## src/rtl/sram_req_ctrl_pkg.sv

```systemverilog
// Shared types for the SRAM request controller: FSM states, op encoding,
// statistics counter width and a saturating increment helper.
package sram_ctrl_pkg;

  typedef enum logic [2:0] {
    IDLE    = 3'd0,
    WRITE   = 3'd1,
    READ    = 3'd2,
    RECOVER = 3'd3,
    RESP    = 3'd4
  } sram_ctrl_state_e;

  typedef enum logic {
    OP_READ  = 1'b0,
    OP_WRITE = 1'b1
  } sram_op_e;

  localparam int STAT_WIDTH = 16;

  function automatic logic [STAT_WIDTH-1:0] sat_inc(input logic [STAT_WIDTH-1:0] v);
    return (v == {STAT_WIDTH{1'b1}}) ? v : v + 1'b1;
  endfunction

endpackage

```

## src/rtl/sram_req_ctrl_if.sv

```systemverilog
// Request/response handshake and SRAM pin bundle between a requester,
// the sram_req_ctrl front-end and the SRAM macro.
interface sram_req_ctrl_if #(
  parameter int ADDR_WIDTH = 8,
  parameter int DATA_WIDTH = 8
);
  logic                  req_valid;
  logic                  req_ready;
  logic                  req_write;
  logic [ADDR_WIDTH-1:0] req_addr;
  logic [DATA_WIDTH-1:0] req_wdata;
  logic                  rsp_valid;
  logic                  rsp_ready;
  logic [DATA_WIDTH-1:0] rsp_rdata;
  logic                  chip_enable_n;
  logic                  write_enable_n;
  logic                  read_enable_n;
  logic [ADDR_WIDTH-1:0] address;
  logic [DATA_WIDTH-1:0] data_in;
  logic [DATA_WIDTH-1:0] data_out;

  // Controller side
  modport slave (
    input  req_valid, req_write, req_addr, req_wdata, rsp_ready, data_out,
    output req_ready, rsp_valid, rsp_rdata,
           chip_enable_n, write_enable_n, read_enable_n, address, data_in
  );

  // Requester plus SRAM side
  modport master (
    output req_valid, req_write, req_addr, req_wdata, rsp_ready, data_out,
    input  req_ready, rsp_valid, rsp_rdata,
           chip_enable_n, write_enable_n, read_enable_n, address, data_in
  );
endinterface

```

## src/rtl/sram_access_timer.sv

```systemverilog
// Loadable down-counter timing one SRAM access; o_done is high while the
// count is zero.
module sram_access_timer #(
  parameter int ACCESS_CYCLES = 2,
  parameter int CW            = $clog2(ACCESS_CYCLES) + 1
) (
  input  logic          clk,
  input  logic          rst,
  input  logic          i_load,
  input  logic [CW-1:0] i_load_val,
  input  logic          i_en,
  output logic          o_done
);

  logic [CW-1:0] r_count;

  always_ff @(posedge clk or posedge rst) begin
    if (rst) begin
      r_count <= '0;
    end else if (i_load) begin
      r_count <= i_load_val;
    end else if (i_en && (r_count != '0)) begin
      r_count <= r_count - CW'(1);
    end
  end

  assign o_done = (r_count == '0);

endmodule

```

## src/rtl/sram_req_ctrl.sv

```systemverilog
// Serialises single read/write requests into SRAM active-low strobes and
// returns read data on a valid/ready channel. Optional counters: SRAM_REQ_CTRL_STATS_EN.
module sram_req_ctrl
  import sram_ctrl_pkg::*;
#(
  parameter int ADDR_WIDTH    = 8,
  parameter int DATA_WIDTH    = 8,
  parameter int ACCESS_CYCLES = 2
) (
  input  logic                  clk,
  input  logic                  reset,
  sram_req_ctrl_if.slave        bus
`ifdef SRAM_REQ_CTRL_STATS_EN
  ,
  output logic [STAT_WIDTH-1:0] stat_writes,
  output logic [STAT_WIDTH-1:0] stat_reads
`endif
);

  localparam int TW = $clog2(ACCESS_CYCLES) + 1;
  localparam logic [TW-1:0] TIMER_LOAD = TW'(ACCESS_CYCLES - 1);

  sram_ctrl_state_e      r_state;
  sram_ctrl_state_e      w_state_next;
  sram_op_e              r_op;
  logic [ADDR_WIDTH-1:0] r_addr;
  logic [DATA_WIDTH-1:0] r_wdata;
  logic [DATA_WIDTH-1:0] r_rsp_rdata;
  logic                  r_req_ready;
  logic                  r_rsp_valid;
  logic                  r_ce_n;
  logic                  r_we_n;
  logic                  r_re_n;
  logic                  w_accept;
  logic                  w_capture;
  logic                  w_timer_en;
  logic                  w_timer_done;

  sram_access_timer #(
    .ACCESS_CYCLES (ACCESS_CYCLES),
    .CW            (TW)
  ) u_timer (
    .clk        (clk),
    .rst        (reset),
    .i_load     (w_accept),
    .i_load_val (TIMER_LOAD),
    .i_en       (w_timer_en),
    .o_done     (w_timer_done)
  );

  assign w_timer_en = (r_state == WRITE) || (r_state == READ);

  always_ff @(posedge clk or posedge reset) begin
    if (reset) begin
      r_state <= IDLE;
    end else begin
      r_state <= w_state_next;
    end
  end

  always_comb begin
    w_state_next = r_state;
    w_accept     = 1'b0;
    w_capture    = 1'b0;
    case (r_state)
      IDLE: begin
        if (bus.req_valid && r_req_ready) begin
          w_accept     = 1'b1;
          w_state_next = bus.req_write ? WRITE : READ;
        end
      end
      WRITE: begin
        if (w_timer_done) w_state_next = RECOVER;
      end
      READ: begin
        if (w_timer_done) begin
          w_capture    = 1'b1;
          w_state_next = RECOVER;
        end
      end
      RECOVER: begin
        w_state_next = (r_op == OP_READ) ? RESP : IDLE;
      end
      RESP: begin
        if (bus.rsp_ready) w_state_next = IDLE;
      end
      default: begin
        w_state_next = IDLE;
      end
    endcase
  end

  // Every output is registered off the next state so nothing combinational
  // reaches the pins, and reset lifts the strobes without a clock.
  always_ff @(posedge clk or posedge reset) begin
    if (reset) begin
      r_req_ready <= 1'b0;
      r_rsp_valid <= 1'b0;
      r_ce_n      <= 1'b1;
      r_we_n      <= 1'b1;
      r_re_n      <= 1'b1;
    end else begin
      r_req_ready <= (w_state_next == IDLE);
      r_rsp_valid <= (w_state_next == RESP);
      r_ce_n      <= !((w_state_next == WRITE) || (w_state_next == READ));
      r_we_n      <= (w_state_next != WRITE);
      r_re_n      <= (w_state_next != READ);
    end
  end

  always_ff @(posedge clk or posedge reset) begin
    if (reset) begin
      r_op    <= OP_READ;
      r_addr  <= '0;
      r_wdata <= '0;
    end else if (w_accept) begin
      r_op    <= bus.req_write ? OP_WRITE : OP_READ;
      r_addr  <= bus.req_addr;
      r_wdata <= bus.req_wdata;
    end
  end

  always_ff @(posedge clk or posedge reset) begin
    if (reset) begin
      r_rsp_rdata <= '0;
    end else if (w_capture) begin
      r_rsp_rdata <= bus.data_out;
    end
  end

  assign bus.req_ready      = r_req_ready;
  assign bus.rsp_valid      = r_rsp_valid;
  assign bus.rsp_rdata      = r_rsp_rdata;
  assign bus.chip_enable_n  = r_ce_n;
  assign bus.write_enable_n = r_we_n;
  assign bus.read_enable_n  = r_re_n;
  assign bus.address        = r_addr;
  assign bus.data_in        = r_wdata;

`ifdef SRAM_REQ_CTRL_STATS_EN
  logic [STAT_WIDTH-1:0] r_stat_writes;
  logic [STAT_WIDTH-1:0] r_stat_reads;

  always_ff @(posedge clk or posedge reset) begin
    if (reset) begin
      r_stat_writes <= '0;
      r_stat_reads  <= '0;
    end else if (w_accept) begin
      if (w_state_next == WRITE) r_stat_writes <= sat_inc(r_stat_writes);
      if (w_state_next == READ)  r_stat_reads  <= sat_inc(r_stat_reads);
    end
  end

  assign stat_writes = r_stat_writes;
  assign stat_reads  = r_stat_reads;
`endif

endmodule

```

## src/flat_wrapper.sv

```systemverilog
// flat-port wrapper written by rule: the top's interface ports become plain ports
module sram_req_ctrl_flat import sram_ctrl_pkg::*;
#(
  parameter int ADDR_WIDTH    = 8,
  parameter int DATA_WIDTH    = 8,
  parameter int ACCESS_CYCLES = 2
)
  (clk, reset, bus_req_valid, bus_req_write, bus_req_addr, bus_req_wdata, bus_rsp_ready, bus_data_out, bus_req_ready, bus_rsp_valid, bus_rsp_rdata, bus_chip_enable_n, bus_write_enable_n, bus_read_enable_n, bus_address, bus_data_in);
  sram_req_ctrl_if #(.ADDR_WIDTH(ADDR_WIDTH), .DATA_WIDTH(DATA_WIDTH)) bus_i ();
  input  logic clk;
  input  logic reset;
  input wire logic [$bits(bus_i.req_valid)-1:0] bus_req_valid;
  input wire logic [$bits(bus_i.req_write)-1:0] bus_req_write;
  input wire logic [$bits(bus_i.req_addr)-1:0] bus_req_addr;
  input wire logic [$bits(bus_i.req_wdata)-1:0] bus_req_wdata;
  input wire logic [$bits(bus_i.rsp_ready)-1:0] bus_rsp_ready;
  input wire logic [$bits(bus_i.data_out)-1:0] bus_data_out;
  output wire logic [$bits(bus_i.req_ready)-1:0] bus_req_ready;
  output wire logic [$bits(bus_i.rsp_valid)-1:0] bus_rsp_valid;
  output wire logic [$bits(bus_i.rsp_rdata)-1:0] bus_rsp_rdata;
  output wire logic [$bits(bus_i.chip_enable_n)-1:0] bus_chip_enable_n;
  output wire logic [$bits(bus_i.write_enable_n)-1:0] bus_write_enable_n;
  output wire logic [$bits(bus_i.read_enable_n)-1:0] bus_read_enable_n;
  output wire logic [$bits(bus_i.address)-1:0] bus_address;
  output wire logic [$bits(bus_i.data_in)-1:0] bus_data_in;
  assign bus_i.req_valid = bus_req_valid;
  assign bus_i.req_write = bus_req_write;
  assign bus_i.req_addr = bus_req_addr;
  assign bus_i.req_wdata = bus_req_wdata;
  assign bus_i.rsp_ready = bus_rsp_ready;
  assign bus_i.data_out = bus_data_out;
  assign bus_req_ready = bus_i.req_ready;
  assign bus_rsp_valid = bus_i.rsp_valid;
  assign bus_rsp_rdata = bus_i.rsp_rdata;
  assign bus_chip_enable_n = bus_i.chip_enable_n;
  assign bus_write_enable_n = bus_i.write_enable_n;
  assign bus_read_enable_n = bus_i.read_enable_n;
  assign bus_address = bus_i.address;
  assign bus_data_in = bus_i.data_in;
  sram_req_ctrl #(.ADDR_WIDTH(ADDR_WIDTH), .DATA_WIDTH(DATA_WIDTH), .ACCESS_CYCLES(ACCESS_CYCLES)) u_core (.clk(clk), .reset(reset), .bus(bus_i));
endmodule
```

## config.mk

```make
export PLATFORM = sky130hd
export DESIGN_NAME = sram_req_ctrl_flat
export DESIGN_NICKNAME = d
export VERILOG_FILES = /design/src/rtl/sram_req_ctrl_pkg.sv /design/src/rtl/sram_req_ctrl_if.sv /design/src/rtl/sram_access_timer.sv /design/src/rtl/sram_req_ctrl.sv /design/src/flat_wrapper.sv
export SDC_FILE = /design/constraint.sdc
export NUM_CORES = 1
export LEC_CHECK = 0
export ABC_AREA = 1
export CELL_PAD_IN_SITES_DETAIL_PLACEMENT = 1
export CELL_PAD_IN_SITES_GLOBAL_PLACEMENT = 1
export CORE_MARGIN = 5
export CORE_UTILIZATION = 33
export CTS_CLUSTER_DIAMETER = 120
export DETAILED_ROUTE_END_ITERATION = 6
export HOLD_SLACK_MARGIN = 0.02
export PLACE_DENSITY = 0.83
export SLEW_MARGIN = 10
export SYNTH_ARGS = -nofsm -noshare
export SYNTH_HDL_FRONTEND = slang
export SYNTH_SLANG_ARGS = --single-unit
export TNS_END_PERCENT = 5
```

## constraint.sdc

```tcl
create_clock -name clk -period 2.19 [get_ports clk]
set_clock_uncertainty 0.1 [all_clocks]
set_input_delay 0.657 -clock clk [delete_from_list [all_inputs] [get_ports clk]]
set_output_delay 0.657 -clock clk [all_outputs]
set_load 0.02 [all_outputs]
```

==> results.txt <==
CTS Sinks - 35
Layout Cells excl Fill - 272
global-route wire length before repair - 6560 um
fraction of registers with async set/reset - 100%
DP Cell Count - 264
fmax - 466 MHz
PD cells - 1490 nW/um^2
most common cell after layout, fill and taps aside - nand2_1
DP HPWL - 2910 um
die span in y - 76.9 um
Fin. Hold Viols - 0
Arr. time, crit path - 1390 ps
crit path buf inv count - 1
Crit Path Class - reg -> out
GPL Wtd Cong - 0.728
TritonCTS clock tree - built
Slew Viols, Final - 0
hold_buf cts - 0
vias in the first global route - 1413
wire per inst - 13.8 um
area delta synth->final - 49.7%
fin crit share - 98.1%
worst hold path type - reg -> reg
largest net degree at the start of global routing - 36
first-iteration detailed-routing DRC count - 40
Skew-Pair Late Insertion Delay - 280 ps
fin nets - 249
Max-Slew Margin vs Limit - 70.7%
diodes inserted - 0
Worst-path clk slew - 70 ps
number of synthesized flops with an enable pin - 0
hold_ws - 381 ps
total power - 3.30 mW
ANT nets after route - 0
crit end category - output port
status - finished, final reports clean
flops & latches, synth - 35
unrepaired setup endpoints after global routing - no
critical path required time - 1430 ps
layout cell share with drive strength beyond 1 - 11.8%
Mapped Nets - 187
post-synth cell types - 23
I/O pins - 58
Synth Flop Type - dfrtp_1
Root Buffer - clkbuf_8
Vias - 1203
Gate Count Post-Synth - 157
CP top delay family - buffers and inverters
Ys Warns - 0
Slew @ Worst Pin - 439 ps
critical path fanouts, max - 1
cts bufs inserted - 5
Die ar. - 5910 um^2
Period minus WS final - 2150 ps
Leak - 1.09 nW
Residual DRC - 0
Critical Path Max Stage Delay - 590 ps
Die W - 76.9 um
CP startpoint kind - flop
CTS resizes - 0
Mean Syn Cell Area - 9.40 um^2
CP Cell Sequence - clkdlybuf4s50_1
DR vias/cell - 4.42
drt total wl - 3750 um
Post-Syn Area - 1480 um^2
antenna violations before repair - 0
Setup Fix Bufs, Post-CTS - 0
max-cap violations - 0
Starting Density - 33.9%
grt ovf - 0
Final setup viols - 0
Setup TNS Final - 0 ps
post-synthesis sequential area ratio - 59.6%
Max VDD drop - 0.589 mV
standard-cell rows - 24
Fillers - 496
DRT Pass-1 Iters - 4
core area - 4350 um^2
Port Buffers - 57
H-tree levels - 2
Worst path slowest cell - clkdlybuf4s50_1
GRT Util Overall - 13.8%
Util after Layout - 50.7%
most frequent cells in the layout - nand2_1, clkdlybuf4s50_1, dfrtp_1, inv_1, o21ai_0
Clock Tree Buf Depth - 2
## logic make-up (layout without fill, tap and decap cells)
family                   count (synthesis)  count (layout)  share of synthesized area [%]
flip-flops                              35              35                           59.6
buffers and inverters                   24              87                           8.48
AND/OR/NAND/NOR                         84              84                           26.1
adder cells (fa/ha/maj)                  1               1                          0.848
AO/OA/AOI/OAI                           13              13                           4.92
## cell usage after synthesis (all sizes together), types with 2 or more instances
| library cell | n | area (um^2) |
|---|---|---|
| buf | 3 | 30.0 |
| dfrtp | 32 | 801 |
| dfstp | 3 | 78.8 |
| inv | 20 | 77.6 |
| nand2 | 72 | 278 |
| nand3 | 5 | 47.6 |
| nand4 | 2 | 27.5 |
| nor2 | 3 | 18.8 |
| o21ai | 12 | 63.8 |
## sequential cells by signal, summed over array words and instances, names as in the netlist
signal / cells
u_core.bus.chip_enable_n: 1
u_core.bus.address: 8
u_core.bus.data_in: 8
u_core.r_state: 3
u_core.bus.req_ready: 1
u_core.bus.read_enable_n: 1
u_core.u_timer.r_count: 2
u_core.bus.rsp_valid: 1
u_core.r_op: 1
u_core.bus.write_enable_n: 1
u_core.bus.rsp_rdata: 8
## power by group
part	total (mW)	internal, mW	switching (mW)	leakage (nW)
registers	1.13	0.956	0.175	0.430
clock network	0.589	0.368	0.221	0.0612
logic	1.58	0.692	0.886	0.603
## path summary, 6_finish.rpt
path / start / to / slack, ps / cells past startpoint
max in group asynchronous: reset / u_core.bus.write_enable_n / 950 / 3
hold reg to reg: u_core.bus.address[7] / u_core.bus.address[7] / 380 / 2
setup / recovery: u_core.bus.write_enable_n / bus_write_enable_n / 40 / 1
min in group asynchronous: reset / u_core.bus.address[2] / 680 / 3
setup reg to reg: u_core.r_state[1] / u_core.bus.address[4] / 700 / 5
hold / removal: u_core.bus.address[7] / u_core.bus.address[7] / 380 / 2
## stage by stage
step	setup slack [ps]	cell area, um^2
2_1_floorplan	662	1480
3_3_place_gp	126	2090
3_5_place_dp	41.3	2090
4_1_cts	18.5	2210
5_1_grt	4.11	2210
6_report	42.0	2210
## per-layer routing
metal | global-route usage, % | wire, um | vias to the layer above | share of wire (%)
met5 | 0 | 0 | - | 0
met4 | 4.72 | 58 | 0 | 1.5
met3 | 5.15 | 316 | 7 | 8.4
met2 | 22.6 | 1830 | 45 | 49
met1 | 16.7 | 1540 | 553 | 41
li1 | - | - | 598 | -
## layout make-up
class                   instances  area [um^2]  area share (%)
well taps                      52         65.1            2.95
multi-input cells              98          470            21.3
clock inverters                 2         35.0            1.59
repair buffers                 58          581            26.3
flip-flops and latches         35          880            39.8
inverters                      21         95.1            4.31
clock buffers                   6         82.6            3.74
Power figures use the tool's default switching activity.
